`config.mk`:
```
export PLATFORM = sky130hd
export DESIGN_NAME = snd_cmd_if
export DESIGN_NICKNAME = d
export VERILOG_FILES = /design/src/rtl/snd_pkg.sv /design/src/rtl/snd_cmd_if_fifo.sv /design/src/rtl/snd_cmd_if.sv
export SDC_FILE = /design/constraint.sdc
export NUM_CORES = 1
export LEC_CHECK = 0
export BUFFER_PORTS_ARGS = -buffer_cell sky130_fd_sc_hd__buf_2
export CAP_MARGIN = 0
export CORE_ASPECT_RATIO = 1.1
export CORE_UTILIZATION = 55
export CTS_BUF_LIST = sky130_fd_sc_hd__clkbuf_2
export CTS_CLUSTER_DIAMETER = 40
export DETAILED_ROUTE_END_ITERATION = 7
export GPL_TIMING_DRIVEN = 0
export PLACE_DENSITY_LB_ADDON = 0.1
export SLEW_MARGIN = 20
export SYNTH_ARGS = -nofsm -noshare
export SYNTH_HDL_FRONTEND = slang
export SYNTH_SLANG_ARGS = --single-unit
```
`constraint.sdc`:
```
create_clock -name clk_sys -period 2.35 [get_ports clk_sys]
set_input_delay 0.235 -clock clk_sys [delete_from_list [all_inputs] [get_ports clk_sys]]
set_output_delay 0.235 -clock clk_sys [all_outputs]
set_load 0.005 [all_outputs]
```
`src/rtl/snd_pkg.sv`:
```
// Shared constants, status bit layout and interrupt FSM encoding for the
// sound-side command interface.
package snd_pkg;

  localparam logic [7:0] SND_IO_DATA  = 8'h00;
  localparam logic [7:0] SND_IO_STAT  = 8'h01;
  localparam logic [7:0] SND_IO_FLUSH = 8'h02;

  localparam int STAT_NEMPTY = 0;
  localparam int STAT_FULL   = 1;
  localparam int STAT_TMR    = 2;
  localparam int STAT_OVF    = 3;

  typedef enum logic [1:0] {
    INT_IDLE   = 2'd0,
    INT_ASSERT = 2'd1,
    INT_GAP    = 2'd2
  } int_state_e;

  function automatic logic [7:0] snd_status(input logic nempty, input logic full,
                                            input logic tmr, input logic ovf);
    logic [7:0] s;
    s              = 8'h00;
    s[STAT_NEMPTY] = nempty;
    s[STAT_FULL]   = full;
    s[STAT_TMR]    = tmr;
    s[STAT_OVF]    = ovf;
    return s;
  endfunction

endpackage

```
`src/rtl/snd_cmd_if_fifo.sv`:
```
// Synchronous command FIFO; pointers carry one extra wrap bit so full and
// empty are distinguishable. Flush has priority over push and pop.
module snd_fifo #(
  parameter int DEPTH  = 4,
  parameter int DATA_W = 8
) (
  input  logic              clk,
  input  logic              rst,
  input  logic              push,
  input  logic [DATA_W-1:0] push_data,
  input  logic              pop,
  input  logic              flush,
  output logic [DATA_W-1:0] head,
  output logic              full,
  output logic              empty
);
  localparam int AW = $clog2(DEPTH);
  localparam logic [AW:0] PTR_ONE = (AW + 1)'(1);

  logic [DATA_W-1:0] mem_q [DEPTH];
  logic [AW:0]       wr_ptr_q, wr_ptr_d;
  logic [AW:0]       rd_ptr_q, rd_ptr_d;
  logic              push_ok;
  logic              pop_ok;

  always_comb begin
    empty    = (wr_ptr_q == rd_ptr_q);
    full     = (wr_ptr_q[AW-1:0] == rd_ptr_q[AW-1:0]) && (wr_ptr_q[AW] != rd_ptr_q[AW]);
    head     = mem_q[rd_ptr_q[AW-1:0]];
    push_ok  = push & ~full & ~flush;
    pop_ok   = pop & ~empty & ~flush;
    wr_ptr_d = wr_ptr_q;
    rd_ptr_d = rd_ptr_q;
    if (flush) begin
      wr_ptr_d = '0;
      rd_ptr_d = '0;
    end else begin
      if (push_ok) wr_ptr_d = wr_ptr_q + PTR_ONE;
      if (pop_ok)  rd_ptr_d = rd_ptr_q + PTR_ONE;
    end
  end

  always_ff @(posedge clk) begin
    if (rst) begin
      wr_ptr_q <= '0;
      rd_ptr_q <= '0;
    end else begin
      wr_ptr_q <= wr_ptr_d;
      rd_ptr_q <= rd_ptr_d;
    end
  end

  // Storage carries data only; validity comes from the pointers.
  always_ff @(posedge clk) begin
    if (push_ok) mem_q[wr_ptr_q[AW-1:0]] <= push_data;
  end

endmodule

```
`src/rtl/snd_cmd_if.sv`:
```
// Main-to-sound CPU command interface: FIFO, I/O ports 0x00-0x02, INT generator.
// Define SND_TIMER_INT_EN to add the periodic timer interrupt source.
module snd_cmd_if
  import snd_pkg::*;
#(
  parameter int DEPTH     = 4,
  parameter int TIMER_DIV = 65536,
  parameter int GAP       = 2
) (
  input  logic        clk_sys,
  input  logic        reset,
  input  logic        main_cmd_wr,
  input  logic [7:0]  main_cmd_data,
  output logic        main_full,
  input  logic [15:0] scpu_ab,
  input  logic [7:0]  scpu_dout,
  input  logic        scpu_rd,
  input  logic        scpu_wr,
  input  logic        scpu_io,
  input  logic        scpu_m1,
  output logic        io_sel,
  output logic [7:0]  io_dout,
  output logic        scpu_int
);
  localparam int GW = (GAP > 1) ? $clog2(GAP) : 1;
  localparam logic [GW-1:0] GAP_LAST = GW'(GAP - 1);
  localparam logic [GW-1:0] GAP_ONE  = GW'(1);

  logic [7:0]    addr;
  logic          io_rd, io_wr, iack;
  logic          rd_q, rd_d, wr_q, wr_d, iack_q, iack_d;
  logic          rd_fall, wr_fall, ack;
  logic          fifo_pop, fifo_flush, stat_clr;
  logic          fifo_full, fifo_empty;
  logic [7:0]    fifo_head;
  logic [7:0]    last_q, last_d;
  logic          ovf_q, ovf_d;
  logic          io_sel_q, io_sel_d;
  logic [7:0]    io_dout_q, io_dout_d;
  logic [7:0]    status;
  logic          tmr_pend;
  int_state_e    state_q, state_d;
  logic [GW-1:0] gap_cnt_q, gap_cnt_d;
  logic          unused_ok;

  snd_fifo #(
    .DEPTH  (DEPTH),
    .DATA_W (8)
  ) u_fifo (
    .clk       (clk_sys),
    .rst       (reset),
    .push      (main_cmd_wr),
    .push_data (main_cmd_data),
    .pop       (fifo_pop),
    .flush     (fifo_flush),
    .head      (fifo_head),
    .full      (fifo_full),
    .empty     (fifo_empty)
  );

  // Strobe qualification and edge detection; side effects happen on the
  // trailing edge so a read sees stable data for the whole strobe.
  always_comb begin
    addr       = scpu_ab[7:0];
    io_rd      = scpu_io & ~scpu_m1 & scpu_rd;
    io_wr      = scpu_io & ~scpu_m1 & scpu_wr;
    iack       = scpu_io & scpu_m1;
    rd_d       = io_rd;
    wr_d       = io_wr;
    iack_d     = iack;
    rd_fall    = rd_q & ~io_rd;
    wr_fall    = wr_q & ~io_wr;
    ack        = iack & ~iack_q;
    fifo_pop   = rd_fall & (addr == SND_IO_DATA);
    stat_clr   = rd_fall & (addr == SND_IO_STAT);
    fifo_flush = wr_fall & (addr == SND_IO_FLUSH);
  end

  always_comb begin
    status = snd_status(~fifo_empty, fifo_full, tmr_pend, ovf_q);
    last_d = (fifo_pop & ~fifo_empty & ~fifo_flush) ? fifo_head : last_q;
    ovf_d  = ovf_q;
    if (main_cmd_wr & fifo_full) ovf_d = 1'b1;
    else if (stat_clr)           ovf_d = 1'b0;
    io_sel_d  = io_rd & ((addr == SND_IO_DATA) | (addr == SND_IO_STAT));
    io_dout_d = 8'h00;
    if (io_rd && (addr == SND_IO_DATA))      io_dout_d = fifo_empty ? last_q : fifo_head;
    else if (io_rd && (addr == SND_IO_STAT)) io_dout_d = status;
  end

`ifdef SND_TIMER_INT_EN
  localparam int TW = (TIMER_DIV > 2) ? $clog2(TIMER_DIV) : 1;
  localparam logic [TW-1:0] TMR_LAST = TW'(TIMER_DIV - 1);
  localparam logic [TW-1:0] TMR_ONE  = TW'(1);

  logic [TW-1:0] tmr_cnt_q, tmr_cnt_d;
  logic          tmr_tick;
  logic          tmr_pend_q, tmr_pend_d;

  // A tick coinciding with an acknowledge must not be lost.
  always_comb begin
    tmr_tick   = (tmr_cnt_q == TMR_LAST);
    tmr_cnt_d  = tmr_tick ? '0 : tmr_cnt_q + TMR_ONE;
    tmr_pend_d = tmr_pend_q;
    if (tmr_tick) tmr_pend_d = 1'b1;
    else if (ack) tmr_pend_d = 1'b0;
  end

  always_ff @(posedge clk_sys) begin
    if (reset) begin
      tmr_cnt_q  <= '0;
      tmr_pend_q <= 1'b0;
    end else begin
      tmr_cnt_q  <= tmr_cnt_d;
      tmr_pend_q <= tmr_pend_d;
    end
  end

  assign tmr_pend  = tmr_pend_q;
  assign unused_ok = ^{scpu_dout, scpu_ab[15:8]};
`else
  assign tmr_pend  = 1'b0;
  assign unused_ok = ^{scpu_dout, scpu_ab[15:8], TIMER_DIV[0]};
`endif

  // Returning through IDLE after every acknowledge guarantees the wrapper
  // sees a fresh rising edge while work is still pending.
  always_comb begin
    state_d   = state_q;
    gap_cnt_d = gap_cnt_q;
    case (state_q)
      INT_IDLE: begin
        if (~fifo_empty | tmr_pend) state_d = INT_ASSERT;
      end
      INT_ASSERT: begin
        if (ack) begin
          state_d   = INT_GAP;
          gap_cnt_d = '0;
        end
      end
      INT_GAP: begin
        if (gap_cnt_q == GAP_LAST) state_d = INT_IDLE;
        else                       gap_cnt_d = gap_cnt_q + GAP_ONE;
      end
      default: state_d = INT_IDLE;
    endcase
  end

  always_ff @(posedge clk_sys) begin
    if (reset) begin
      rd_q      <= 1'b0;
      wr_q      <= 1'b0;
      iack_q    <= 1'b0;
      last_q    <= 8'h00;
      ovf_q     <= 1'b0;
      io_sel_q  <= 1'b0;
      io_dout_q <= 8'h00;
      state_q   <= INT_IDLE;
      gap_cnt_q <= '0;
    end else begin
      rd_q      <= rd_d;
      wr_q      <= wr_d;
      iack_q    <= iack_d;
      last_q    <= last_d;
      ovf_q     <= ovf_d;
      io_sel_q  <= io_sel_d;
      io_dout_q <= io_dout_d;
      state_q   <= state_d;
      gap_cnt_q <= gap_cnt_d;
    end
  end

  assign main_full = fifo_full;
  assign io_sel    = io_sel_q;
  assign io_dout   = io_dout_q;
  assign scpu_int  = (state_q == INT_ASSERT);

endmodule

```
==> out/summary.txt, run 1 <==
GLOBAL ROUTE
--------------------------------------------------------------------------------
First-pass GRT wire length                                               8140 um
Largest net degree at the start of global routing                             11
Number of antenna violations at the first check in global routing              0
Met3 demand-to-capacity share in global routing                            5.06%
GR Overflow Total                                                              0
Layer carrying the most global-route usage                                  met2
Overall routing resource usage                                             23.1%
Met1 Usage GRT                                                             24.8%
Met2 Track Usage GR                                                        42.8%
Number of global-route vias before repair                                   1809

SYNTHESIS
--------------------------------------------------------------------------------
Synthesized netlist net count                                                237
Cells after Synth                                                            193
Mean cell area of the mapped netlist                                    13.5 um2
EDFF count, synth                                                             32
Async S/R FF share, synth                                                     0%
Top FF cell, synth                                                  sky130_fd_sc_hd__edfxtp_1
Yosys warnings                                                                 0
Sequential element share of the synthesized area                           61.3%
Post-synth cell types                                                         45
Post-synthesis register bit count                                             64
Post-synthesis cell area                                             0.00261 mm2

ROUTING
--------------------------------------------------------------------------------
Detailed Routing Iterations Pass 1                                             5
Detail-routed via count per cell                                            5.63
Post-detailed-routing wire length                                        4900 um
Antenna-violating nets left                                                    0
Average detailed-routed wire length per instance                         16.0 um
Initial DRC Count                                                             66
Detailed-route via count                                                    1723
DRC violations left                                                            0

TIMING
--------------------------------------------------------------------------------
Final hold slack                                                       0.0611 ns
Fmax                                                                     466 MHz
Final Max Tran Viols                                                           0
Hold Vio Cnt, Final                                                            0
Relative max-transition margin                                             39.8%
Least-Margin Pin Slew                                                   0.899 ns
Final worst-path cycle share                                               91.4%
Setup-violating endpoint count in the final report                             0
Worst clock skew on the final layout                                   0.0153 ns
Final setup TNS                                                             0 ns
Fin crit period                                                          2.15 ns
RSZ-0062 raised after global routing                                       false

PLACED DESIGN
--------------------------------------------------------------------------------
RePlAce Congestion                                                         0.781
Sum of net half-perimeters after detailed placement                      3440 um
Buffers added on ports                                                        32

CLOCKING
--------------------------------------------------------------------------------
Latest clock arrival within the worst-skew pair                          0.46 ns
CTS tree                                                                     yes
# clock sinks                                                                 64
Buffer type at the clock tree root                                  sky130_fd_sc_hd__clkbuf_2
Clock buffers created by TritonCTS                                             9
Post-CTS setup buffer count                                                    0
Clock-pin slew on the worst setup and hold paths                         0.17 ns
Clock tree buffer depth                                                        2
H-tree level count                                                             3

CRITICAL PATH
--------------------------------------------------------------------------------
Critical-path maximum fanout                                                   9
Highest cell delay on the worst timing path                              0.75 ns
Flop2flop setup slack                                                    0.20 ns
Buffering stage count on the worst path with inverters included                1
Crit-path slowest cell                                              sky130_fd_sc_hd__nor3b_2
Arrival time at the worst endpoint                                       2.25 ns
Depth of the most critical reg-to-reg path                                     4
Critical Path Start                                                 u_fifo.wr_ptr_q[2]
Critical path, cell by cell                                         xnor2_2 -> and3b_1 -> buf_2 -> nor3b_2
Largest delay contributor family on the critical path               simple AND/OR/NAND/NOR gates
Endpoint of the worst register-to-register path                     u_fifo.mem_q[3][6]
CP Class                                                              reg -> reg
Type of element capturing the critical path                             register
FF-to-FF Start                                                      u_fifo.wr_ptr_q[2]
Launching element type of the critical path                             register
CP Data Required Time                                                    2.45 ns

FLOORPLAN
--------------------------------------------------------------------------------
Area of the die                                                      0.00503 mm2
Number of placed I/O pins                                                     50
Row Count                                                                     25
Width of the die                                                         67.7 um
Core ar.                                                             0.00441 mm2
Effective utilization at floorplan                                         59.2%
Die boundary height                                                      74.3 um

FINAL LAYOUT
--------------------------------------------------------------------------------
FILL cells                                                                   322
Layout cell share with drive strength beyond 1                             26.2%
Register area                                                        0.00160 mm2
Diodes inserted                                                                0
Layout overhead on the synthesized area                                    17.8%
Final layout net count                                                       291
Area occupied by multi-input gates                                       945 um2

PWR
--------------------------------------------------------------------------------
Pleak                                                                    1.18 nW
Power density over cell area                                          691 mW/mm2
Highest ir drop seen on vdd                                             0.526 mV

WORST HOLD PATH
--------------------------------------------------------------------------------
Worst Hold Launch                                                        scpu_io
Hold worst-path end                                                       iack_q
Hold Path Depth                                                                2
Worst min-delay path category                                          in -> reg

RUN
--------------------------------------------------------------------------------
Number of maximum-capacitance violations                                       0

RUN STATUS
--------------------------------------------------------------------------------
Outcome                                                             finished, final reports clean

[registers in the layout, indices dropped and copies added (netlist names), named ones only]
register / count
u_fifo.mem_q: 32
io_dout: 8
last_q: 8
u_fifo.rd_ptr_q: 3
u_fifo.wr_ptr_q: 3
state_q: 2
gap_cnt_q: 1
iack_q: 1
io_sel: 1
ovf_q: 1
rd_q: 1
wr_q: 1
[worst max-delay path by stage]
stage	endpoint	slack, ns	cells after the start
2_1_floorplan	u_fifo.mem_q[3][0]	0.58	4
3_3_place_gp	u_fifo.mem_q[3][7]	0.29	4
5_1_grt	u_fifo.mem_q[3][6]	0.05	4
4_1_cts	u_fifo.mem_q[3][6]	0.19	4
3_5_place_dp	u_fifo.mem_q[3][6]	0.23	4
6_report	u_fifo.mem_q[3][6]	0.20	4
[kinds of logic (layout without fill, tap and decap cells)]
kind of cell | count (synthesis) | in the layout | share of synthesized area [%]
AND/OR/NAND/NOR | 53 | 53 | 12.2
AO/OA/AOI/OAI | 35 | 35 | 9.20
adder cells (fa/ha/maj) | 5 | 5 | 2.40
multiplexers | 19 | 19 | 11.1
buffers and inverters | 14 | 73 | 2.49
XOR/XNOR | 3 | 3 | 1.29
flip-flops | 64 | 64 | 61.3
[cell usage after synthesis, types with 2 or more instances]
cell                        n  area share [%]
sky130_fd_sc_hd__a211oi_1   2            0.57
sky130_fd_sc_hd__a21boi_1   3            0.86
sky130_fd_sc_hd__a21oi_1   11             2.1
sky130_fd_sc_hd__and2_1     3            0.72
sky130_fd_sc_hd__and3b_1    2            0.67
sky130_fd_sc_hd__buf_2      4            0.77
sky130_fd_sc_hd__clkbuf_1   4            0.57
sky130_fd_sc_hd__dfxtp_1   32              25
sky130_fd_sc_hd__edfxtp_1  32              37
sky130_fd_sc_hd__ha_1       5             2.4
sky130_fd_sc_hd__inv_1      5            0.72
sky130_fd_sc_hd__mux2i_1   11             4.2
sky130_fd_sc_hd__mux4_2     8             6.9
sky130_fd_sc_hd__nand2_1    7             1.0
sky130_fd_sc_hd__nand2b_1   2            0.48
sky130_fd_sc_hd__nand3_1   11             2.1
sky130_fd_sc_hd__nand3b_1   2            0.57
sky130_fd_sc_hd__nor2_1     4            0.57
sky130_fd_sc_hd__nor3_1     7             1.3
sky130_fd_sc_hd__nor4bb_1   2            0.77
sky130_fd_sc_hd__o21ai_0    3            0.57
sky130_fd_sc_hd__o21ai_1    9             1.7
sky130_fd_sc_hd__xnor2_1    2            0.67
[layout by cell type (no fill, tap or decap), types with 2 or more instances in the layout]
cell type                       instances
sky130_fd_sc_hd__clkbuf_1               4
sky130_fd_sc_hd__dlygate4sd3_1         11
sky130_fd_sc_hd__nand3b_1               2
sky130_fd_sc_hd__xnor2_1                2
sky130_fd_sc_hd__dfxtp_1               32
sky130_fd_sc_hd__a21oi_1               11
sky130_fd_sc_hd__ha_1                   5
sky130_fd_sc_hd__clkinv_1               3
sky130_fd_sc_hd__and3b_1                2
sky130_fd_sc_hd__mux4_2                 8
sky130_fd_sc_hd__bufinv_16              2
sky130_fd_sc_hd__a211oi_1               2
sky130_fd_sc_hd__mux2i_1               11
sky130_fd_sc_hd__and2_1                 3
sky130_fd_sc_hd__nand3_1               11
sky130_fd_sc_hd__nor3_1                 7
sky130_fd_sc_hd__edfxtp_1              32
sky130_fd_sc_hd__o21ai_1                9
sky130_fd_sc_hd__o21ai_0                3
sky130_fd_sc_hd__inv_1                  5
sky130_fd_sc_hd__nor4bb_1               2
sky130_fd_sc_hd__a21boi_1               3
sky130_fd_sc_hd__nand2b_1               2
sky130_fd_sc_hd__clkbuf_2              11
sky130_fd_sc_hd__nor2_1                 4
sky130_fd_sc_hd__buf_2                 36
sky130_fd_sc_hd__nand2_1                7
[worst reg2reg max path: stages (launching register included)]
cell,delay (ns)
sky130_fd_sc_hd__dfxtp_1,0.38
sky130_fd_sc_hd__xnor2_2,0.28
sky130_fd_sc_hd__and3b_1,0.22
sky130_fd_sc_hd__buf_2,0.15
sky130_fd_sc_hd__nor3b_2,0.75
[routing by layer]
layer  up-vias  wire length [um]
li1        842                 -
met1       821              2060
met2        51              2580
met3         9               172
met4         0                80
met5         -                 0
[stage by stage]
step           util [%]  std cells  power (W)  area, um2  setup WS [ns]
2_1_floorplan         -        193    0.00135       2610          0.576
3_3_place_gp       64.4        279    0.00141       2840          0.287
3_5_place_dp       64.4        279    0.00142       2840          0.227
4_1_cts            69.7        306    0.00213       3080          0.187
5_1_grt            69.7        306    0.00221       3080         0.0487
6_report           69.7        306    0.00212       3080          0.203
[cell type report]
cell class,instances,share of cell area (%)
timing repair buffer,43,8.79
sequential,64,52.1
clock inverter,5,2.32
inverter,5,0.610
clock buffer,11,1.79
multi-input combinational,115,30.7
buffer,9,1.51
tap,54,2.20
[where the power goes]
group | internal (W) | leakage, nW | switching, W
combinational | 0.0000831 | 0.547 | 0.0000999
clock | 0.000352 | 0.0787 | 0.000366
sequential | 0.00121 | 0.553 | 0.0000150
[what timing repair did]
action | 4_1_cts | 5_1_grt
hold buffers | 11 | 0
gates resized for setup | 0 | 0
endpoints found under the hold margin | 35 | 0
Note: power is estimated with default switching activity, not from simulation.
==> run 2: changes to the inputs <==
PLACE_DENSITY = 0.79   (was unset)
PLACE_DENSITY_LB_ADDON = unset   (was 0.1)
==> run 2 against run 1 <==
  * Register-to-register slack improved by 0.04 ns
  * Clock skew increased by 0.0047 ns
  * Non-clock buffer count unchanged
  * Setup slack improved by 0.043 ns
  * Wire length decreased by 6.2%
  * Design area decreased by 0.53%
  * Count of clock-buffer cells in the layout decreased by 1
  * Via count decreased by 0.99%
  * Critical endpoint is now u_fifo.mem_q[3][1]
  * Largest power group unchanged
==> out/summary.txt, run 2 (synthesis results as in run 1) <==
FINAL LAYOUT
--------------------------------------------------------------------------------
Commonest non-fill, non-tap cell in the layout                      sky130_fd_sc_hd__buf_2
Final Non-Filler Cells                                                       306
Layout overhead on the synthesized area                                    17.2%
FILL cells                                                                   321
Layout cell share with drive strength beyond 1                             27.4%
Area occupied by multi-input gates                                       945 um2
Flip-flop count of the largest register after layout                          32
Final layout net count                                                       291
Register area                                                        0.00160 mm2
Diodes inserted                                                                0
Top library cells by usage in the layout, fill and taps aside       sky130_fd_sc_hd__buf_2, sky130_fd_sc_hd__dfxtp_1, sky130_fd_sc_hd__edfxtp_1

WORST HOLD PATH
--------------------------------------------------------------------------------
Worst min-delay path category                                          in -> reg
Worst Hold Launch                                                        scpu_rd

PWR
--------------------------------------------------------------------------------
Power density over cell area                                          665 mW/mm2
NetSw                                                                 0.000498 W
Clk pwr share                                                              30.9%
Share of total power in combinational logic                                 9.0%
Internal power of the cells                                            0.00154 W
Highest ir drop seen on vdd                                             0.593 mV
Pleak                                                                    1.17 nW
Net switching share of the total power                                     24.5%
Share of power burned in registers                                         60.0%

CLOCKING
--------------------------------------------------------------------------------
Clock-pin slew on the worst setup and hold paths                         0.18 ns
Post-CTS resize count                                                          0
Post-CTS setup buffer count                                                    0
# clock sinks                                                                 64
Clock buffers created by TritonCTS                                             9
Clock tree buffer depth                                                        2
CTS tree                                                                     yes
Latest clock arrival within the worst-skew pair                          0.47 ns
Hold buffers post-CTS                                                         11
Buffer type at the clock tree root                                  sky130_fd_sc_hd__clkbuf_2
H-tree level count                                                             3

RUN STATUS
--------------------------------------------------------------------------------
Outcome                                                             finished, final reports clean

ROUTING
--------------------------------------------------------------------------------
Detail-routed via count per cell                                            5.58
Initial DRC Count                                                             78
DRC violations left                                                            0
Post-detailed-routing wire length                                        4590 um
Detailed Routing Iterations Pass 1                                             4
Detailed-route via count                                                    1706
Average detailed-routed wire length per instance                         15.0 um
Antenna-violating nets left                                                    0

TIMING
--------------------------------------------------------------------------------
Least-Margin Pin Slew                                                   0.839 ns
Fin crit period                                                          2.10 ns
Worst path setup slack after routing                                    0.246 ns
RSZ-0062 raised after global routing                                       false
Hold Vio Cnt, Final                                                            0
Relative max-transition margin                                             43.8%
Worst clock skew on the final layout                                   0.0200 ns
Final worst-path cycle share                                               89.5%
Final setup TNS                                                             0 ns
Final hold slack                                                       0.0401 ns
Fmax                                                                     475 MHz
Final Max Tran Viols                                                           0
Setup-violating endpoint count in the final report                             0

GLOBAL ROUTE
--------------------------------------------------------------------------------
First-pass GRT wire length                                               7180 um
GR Overflow Total                                                              0
Largest net degree at the start of global routing                             12
Number of global-route vias before repair                                   1627
Number of antenna violations at the first check in global routing              0
Overall routing resource usage                                             20.3%

CRITICAL PATH
--------------------------------------------------------------------------------
Arrival time at the worst endpoint                                       2.21 ns
Critical-path maximum fanout                                                   9
CP Data Required Time                                                    2.46 ns
Critical Path Start                                                 u_fifo.wr_ptr_q[2]
Type of element capturing the critical path                             register
Launching element type of the critical path                             register
CP Class                                                              reg -> reg
FF-to-FF Start                                                      u_fifo.wr_ptr_q[2]

PLACED DESIGN
--------------------------------------------------------------------------------
Worst-case setup slack after placement                                  0.213 ns
RePlAce Congestion                                                         0.746
Sum of net half-perimeters after detailed placement                      3060 um
Buffers added on ports                                                        32
Placed cells                                                                 279

FLOORPLAN
--------------------------------------------------------------------------------
Number of placed I/O pins                                                     50
Area of the die                                                      0.00503 mm2
Effective utilization at floorplan                                         59.2%
Die boundary height                                                      74.3 um
Width of the die                                                         67.7 um
Row Count                                                                     25
Core ar.                                                             0.00441 mm2

RUN
--------------------------------------------------------------------------------
Number of maximum-capacitance violations                                       0

## run 2: cell count changes in the layout (fill, tap and decap cells not counted)
cell	delta
sky130_fd_sc_hd__bufinv_16	-1
sky130_fd_sc_hd__clkinvlp_4	+1
sky130_fd_sc_hd__clkinv_2	+2
sky130_fd_sc_hd__clkinv_1	-3
sky130_fd_sc_hd__inv_2	+1
sky130_fd_sc_hd__clkinv_4	+1
sky130_fd_sc_hd__clkbuf_2	-1
## run 2: path summary, 6_finish.rpt
check / depth (start not counted) / endpoint / slack (ns)
hold reg to reg: 2 / gap_cnt_q / 0.49
setup / recovery: 4 / u_fifo.mem_q[3][1] / 0.25
hold / removal: 2 / rd_q / 0.04
setup reg to reg: 4 / u_fifo.mem_q[3][1] / 0.25
## run 2: layout make-up
| class | count | share of cell area (%) |
|---|---|---|
| clock inverter | 6 | 1.96 |
| tap | 54 | 2.21 |
| inverter | 5 | 0.613 |
| buffer | 9 | 1.51 |
| timing repair buffer | 43 | 8.83 |
| clock buffer | 10 | 1.64 |
| sequential | 64 | 52.4 |
| multi-input combinational | 115 | 30.9 |
## run 2: power by group through the flow
stage                     logic, W  registers, W  clock network, W
final                     0.000184       0.00122          0.000629
after global placement    0.000167       0.00125                 0
after floorplan           0.000113       0.00124                 0
after CTS                 0.000183       0.00122          0.000644
after global routing      0.000201       0.00123          0.000686
after detailed placement  0.000170       0.00125                 0
## run 2: per-stage QoR
| stage | total power (W) | cell area, um2 | utilization, % |
|---|---|---|---|
| 2_1_floorplan | 0.00135 | 2610 | - |
| 3_3_place_gp | 0.00141 | 2840 | 64.4 |
| 3_5_place_dp | 0.00142 | 2840 | 64.4 |
| 4_1_cts | 0.00205 | 3060 | 69.4 |
| 5_1_grt | 0.00211 | 3060 | 69.4 |
| 6_report | 0.00203 | 3060 | 69.4 |
## run 2: worst max-delay path: stages, from the launching register on
cell and delay [ns]:
sky130_fd_sc_hd__dfxtp_1 0.39, sky130_fd_sc_hd__xnor2_2 0.29, sky130_fd_sc_hd__and3b_1 0.21, sky130_fd_sc_hd__buf_2 0.15
sky130_fd_sc_hd__nor3b_2 0.71
## run 2: metal layers
metal,GRT usage (%),part of all wire (%)
met3,4.75,4.4
met1,24.8,46
met5,0,0
met2,32.7,47
met4,12.1,2.2
